==> config.mk <==
export PLATFORM = sky130hd
export DESIGN_NAME = char_pwm_decoder
export DESIGN_NICKNAME = d
export VERILOG_FILES = /design/src/rtl/char_pwm_decoder.sv
export SDC_FILE = /design/constraint.sdc
export NUM_CORES = 1
export LEC_CHECK = 0
export ABC_AREA = 1
export BUFFER_PORTS_ARGS = -buffer_cell sky130_fd_sc_hd__buf_2
export CAP_MARGIN = 20
export CORE_UTILIZATION = 25
export CTS_BUF_LIST = sky130_fd_sc_hd__clkbuf_16
export DETAILED_ROUTE_END_ITERATION = 8
export MAX_ROUTING_LAYER = met4
export SLEW_MARGIN = 20
export SYNTH_ARGS = -nofsm -noshare
export SYNTH_HDL_FRONTEND = slang
export SYNTH_SLANG_ARGS = --single-unit
==> constraint.sdc <==
create_clock -name clk -period 3.09 [get_ports clk]
set_input_delay 0.1545 -clock clk [delete_from_list [all_inputs] [get_ports clk]]
set_output_delay 0.1545 -clock clk [all_outputs]
set_load 0.1 [all_outputs]
==> src/rtl/char_pwm_decoder.sv <==
// rtl/char_pwm_decoder.sv - phase-coded 4x4 character receiver; CHAR_DECODE_NEAREST_EN enables nearest-match decoding
module char_pwm_decoder #(
    parameter int WINDOW   = 64,
    parameter int THRESH   = 48,
    parameter int MAX_DIST = 2
) (
    input  logic        clk,
    input  logic        rst,
    input  logic        start,
    input  logic        ref_in,
    input  logic [15:0] digit,
    output logic        busy,
    output logic [15:0] pixels,
    output logic [1:0]  char_out,
    output logic        char_valid,
    output logic        char_err
);

    localparam int CW = $clog2(WINDOW + 1);
    localparam int WW = $clog2(WINDOW);

    localparam logic [15:0] TPL_A = 16'h9F8F;
    localparam logic [15:0] TPL_J = 16'h6998;
    localparam logic [15:0] TPL_N = 16'h9DA9;
    localparam logic [15:0] TPL_X = 16'h9679;

    typedef enum logic [1:0] {
        IDLE   = 2'd0,
        ACCUM  = 2'd1,
        DECIDE = 2'd2
    } state_t;

    state_t          state, state_next;
    logic            ref_s1, ref_s2;
    logic [15:0]     dig_s1, dig_s2;
    logic [15:0]     match;
    logic [CW-1:0]   cnt [16];
    logic [WW-1:0]   win;
    logic [15:0]     pat;
    logic            hit;
    logic [1:0]      code;

    // Two-flop synchronizers for the asynchronous reference and pixel lines
    always_ff @(posedge clk) begin
        if (rst) begin
            ref_s1 <= 1'b0;
            ref_s2 <= 1'b0;
            dig_s1 <= '0;
            dig_s2 <= '0;
        end else begin
            ref_s1 <= ref_in;
            ref_s2 <= ref_s1;
            dig_s1 <= digit;
            dig_s2 <= dig_s1;
        end
    end

    // A pixel line is "on" when it runs in phase with the reference
    assign match = ~(dig_s2 ^ {16{ref_s2}});

    // State register
    always_ff @(posedge clk) begin
        if (rst) begin
            state <= IDLE;
        end else begin
            state <= state_next;
        end
    end

    // Next-state logic; start is only honoured while idle
    always_comb begin
        state_next = state;
        busy       = 1'b0;
        case (state)
            IDLE: begin
                if (start) begin
                    state_next = ACCUM;
                end
            end
            ACCUM: begin
                busy = 1'b1;
                if (win == WW'(WINDOW - 1)) begin
                    state_next = DECIDE;
                end
            end
            DECIDE: begin
                busy       = 1'b1;
                state_next = IDLE;
            end
            default: state_next = IDLE;
        endcase
    end

    // Window counter and per-pixel in-phase counters; cleared when a window starts
    always_ff @(posedge clk) begin
        if (rst) begin
            win <= '0;
            for (int i = 0; i < 16; i++) begin
                cnt[i] <= '0;
            end
        end else if (state == IDLE && start) begin
            win <= '0;
            for (int i = 0; i < 16; i++) begin
                cnt[i] <= '0;
            end
        end else if (state == ACCUM) begin
            win <= win + WW'(1);
            for (int i = 0; i < 16; i++) begin
                cnt[i] <= cnt[i] + CW'(match[i]);
            end
        end
    end

`ifdef CHAR_DECODE_NEAREST_EN
    function automatic logic [15:0] template_of(input logic [1:0] c);
        logic [15:0] t;
        case (c)
            2'd0:    t = TPL_A;
            2'd1:    t = TPL_J;
            2'd2:    t = TPL_N;
            default: t = TPL_X;
        endcase
        return t;
    endfunction

    logic [4:0] dist;
    logic [4:0] best;

    // Threshold the counters, then pick the closest template (ties go to the lower code)
    always_comb begin
        pat  = '0;
        hit  = 1'b0;
        code = 2'b00;
        dist = '0;
        best = 5'd31;
        for (int i = 0; i < 16; i++) begin
            pat[i] = (cnt[i] >= CW'(THRESH));
        end
        for (int c = 0; c < 4; c++) begin
            dist = 5'($countones(pat ^ template_of(2'(c))));
            if (dist < best) begin
                best = dist;
                code = 2'(c);
            end
        end
        hit = (int'(best) <= MAX_DIST);
    end
`else
    logic max_dist_unused;
    assign max_dist_unused = (MAX_DIST < 0);

    // Threshold the counters, then look for an exact template match
    always_comb begin
        pat  = '0;
        hit  = 1'b0;
        code = 2'b00;
        for (int i = 0; i < 16; i++) begin
            pat[i] = (cnt[i] >= CW'(THRESH));
        end
        case (pat)
            TPL_A:   begin hit = 1'b1; code = 2'b00; end
            TPL_J:   begin hit = 1'b1; code = 2'b01; end
            TPL_N:   begin hit = 1'b1; code = 2'b10; end
            TPL_X:   begin hit = 1'b1; code = 2'b11; end
            default: begin hit = 1'b0; code = 2'b00; end
        endcase
    end
`endif

    // Decision outputs; char_out keeps its last good code when nothing matches
    always_ff @(posedge clk) begin
        if (rst) begin
            pixels     <= '0;
            char_out   <= 2'b00;
            char_err   <= 1'b0;
            char_valid <= 1'b0;
        end else begin
            char_valid <= 1'b0;
            if (state == DECIDE) begin
                pixels     <= pat;
                char_valid <= 1'b1;
                char_err   <= ~hit;
                if (hit) begin
                    char_out <= code;
                end
            end
        end
    end

endmodule
==> flow_summary.toml <==
[drt]
wl_mm = 16.1
firstDrtPassIters = 5
drc_errors = 0
first_iter_violations = 378
wl_per_cell_um = 11.2
vias = 5943
avgViaCountPerCell = 4.13
antenna_left = 0

[clocking]
clock_path_buffers = 2
cts_tree = "built"
numCtsBuffers = 17
htree_num_levels = 4
cts.sinks = 174
root_buffer = "clkbuf_16"
postCtsSetupRepairBufs = 0
cts_resized = 0
insertion_delay_ps = 430
path_clk_slew_ps = 60

[global_routing]
grt_max_degree = 50
overflow = 0
grt_pass1_wl_mm = 27.2
met2_usage = 0.173
busiest_layer = "met2"
met1_usage = 0.128
track_usage = 0.105
antenna_found_initial = 0
grtUsageMet3 = 0.0202
grt_pass1_vias = 5650

[power]
p_int_uw = 4960
seqPwrFrac = 0.428
power_switching_uw = 3220
switching_share = 0.394
power.leakage_uw = 0.00408
comb_power_share = 0.318
powerDensity_nw_per_um2 = 840
clockPowerShare = 0.254
irDropWorstVdd_v = 0.000432

[timing]
fin_worst_skew_ps = 12.3
finalCriticalPeriod_ps = 2060
maxSlewHeadroom = 0.588
finalSetupViolCount = 0
worst_pin_slew_ps = 617
hold_viol = 0
drv_slew = 0
rsz0062_at_grt = "false"
fmax_mhz = 485
fin_crit_sh = 0.667
fin_tns_setup_ps = 0

[worst_setup_path]
critPathKind = "flop to flop"
cp_max_fo = 42
critical_path.endpoint_type = "flop"
crit_path_frequent_cell = "inv_2"
crit_chain = "inv_1 -> ha_1 -> inv_2 -> nor2_4 -> inv_2 -> nand2_1 -> buf_4"
cp_slowest_stage_delay_ps = 480
arrival_ps = 2130
required_ps = 3160
crit_slowest_cell = "buf_4"
start_kind = "flop"

[placed_design]
dp_hpwl_mm = 10.8
gp_congestion = 0.809
post_dp_cell_area_um2 = 9000
port_buffers = 40

[die]
io-pin-count = 41
die_w_um = 184
initial_core_util = 0.254
fp-row-count = 66
die_y_um = 184
core_um2 = 32600
die_area_um2 = 33900

[synth]
syn_nets = 981
syn_area_um2 = 8290
ys_warn_count = 0
synth_seq_area_share = 0.547
synthCells = 923
syn_area_per_cell_um2 = 8.98
ys_types = 33
ys_seq_elements = 174

[finish]
fin_nets = 1041
syn2layout_area_growth_pct = 17.4
final_area_um2 = 9740
utilization = 0.299
layout-drive-gt1-share = 0.114
num_antenna_cells = 0

[status]
status = "finished clean"

[flow_run]
maxCapViolations = 0

[worst_hold_path]
hold_class = "primary input to flop"
==> layout make-up <==
cell class	instances	area (µm²)
inverter	151	567
tap	442	553
sequential	174	4530
clock inverter	14	116
timing repair buffer	65	443
multi-input combinational	574	3070
clock buffer	18	450
fill	3401	22900
==> cell usage in the layout, fill, tap and decap left out, types with 4 or more instances in the layout <==
| cell type | count |
|---|---|
| clkbuf_16 | 18 |
| inv_2 | 6 |
| buf_2 | 40 |
| nor2_2 | 4 |
| nor4_1 | 5 |
| inv_1 | 147 |
| xnor2_1 | 16 |
| o21ai_0 | 44 |
| dfxtp_1 | 69 |
| nand4_1 | 9 |
| buf_4 | 7 |
| a211oi_1 | 11 |
| edfxtp_1 | 105 |
| nor3_1 | 17 |
| dlygate4sd3_1 | 17 |
| o211ai_1 | 6 |
| o21a_1 | 15 |
| nand2_1 | 95 |
| nand3_1 | 33 |
| nand2_2 | 19 |
| a21oi_1 | 75 |
| nor2_1 | 175 |
| ha_1 | 38 |
==> worst max-delay path: cells and delay by family, from the launching register on <==
family / cells / cell delay, ps
adders and majority gates: 1 / 390
buffers and inverters: 4 / 810
DFF: 1 / 310
and+or+nand+nor: 2 / 170
==> stage by stage <==
step	cells	power, µW	hold WS [ps]	setup WS, ps
after floorplan	923	5560	261	365
after global routing	1438	8710	120	824
final	1438	8180	118	1030
after global placement	1389	6100	365	1060
after CTS	1438	8260	113	1030
after detailed placement	1389	6150	362	1030
==> sequential cells by signal, summed over array words and instances, names as in the netlist <==
| name | flops |
|---|---|
| char_err | 1 |
| char_out | 2 |
| char_valid | 1 |
| cnt | 112 |
| dig_s1 | 16 |
| dig_s2 | 16 |
| pixels | 16 |
| ref_s1 | 1 |
| ref_s2 | 1 |
| state | 2 |
| win | 6 |
==> cell usage after synthesis <==
master	instances	area, µm²
xnor2_1	16	140
nor2_2	4	25.0
o211ai_1	6	45.0
clkbuf_8	1	13.8
a211oi_1	11	82.6
dfxtp_1	69	1380
o21a_1	15	113
ha_1	38	475
buf_2	10	50.1
nor4_1	5	31.3
nand2_2	18	113
nor3_4	1	16.3
a31oi_1	1	6.26
o21ai_0	44	220
buf_4	2	15.0
nand2_4	3	33.8
or2_2	1	6.26
inv_2	6	22.5
a21oi_1	75	375
o31ai_1	2	15.0
xor2_1	1	8.76
nand2_1	96	360
nand2_8	1	20.0
inv_1	145	544
nor3_2	1	10.0
nand3_1	33	165
nand4_1	9	56.3
buf_1	1	3.75
clkbuf_1	10	37.5
edfxtp_1	105	3150
nor3_1	17	85.1
nor2_4	1	11.3
nor2_1	175	657
==> what timing repair did <==
action / 4_1_cts / 5_1_grt
hold buffers: 17 / 0
endpoints found under the hold margin: 17 / 0
endpoints found under the setup margin: 0 / 0
==> power by group through the flow <==
stage          Combinational (µW)  Sequential [µW]  Clock (µW)
5_1_grt                      2900             3580        2230
3_3_place_gp                 2570             3530           0
3_5_place_dp                 2600             3550           0
6_report                     2600             3500        2080
4_1_cts                      2630             3500        2120
2_1_floorplan                1460             4100           0
==> logic make-up after synthesis <==
family	synth area share
DFF	0.547
buffers and inverters	0.0828
and+or+nand+nor	0.192
xor gates and xnor gates	0.0180
adders and majority gates	0.0573
AOI/OAI and AO/OA	0.103
==> layer usage <==
| metal | routed length, µm | up-vias |
|---|---|---|
| met2 | 7580 | 82 |
| met3 | 500 | 16 |
| met5 | 0 | - |
| li1 | - | 3152 |
| met4 | 224 | 0 |
| met1 | 7760 | 2693 |
==> path summary, 6_finish.rpt <==
path	startpoint	to	slack (ps)	depth (start not counted)
max	state[1]	cnt[3][4]	1030	7
min	start	cnt[0][1]	120	4
max reg2reg	state[1]	cnt[3][4]	1030	7
min reg2reg	dig_s1[13]	dig_s2[13]	400	2
No activity file was read; power rests on OpenSTA's default activity.
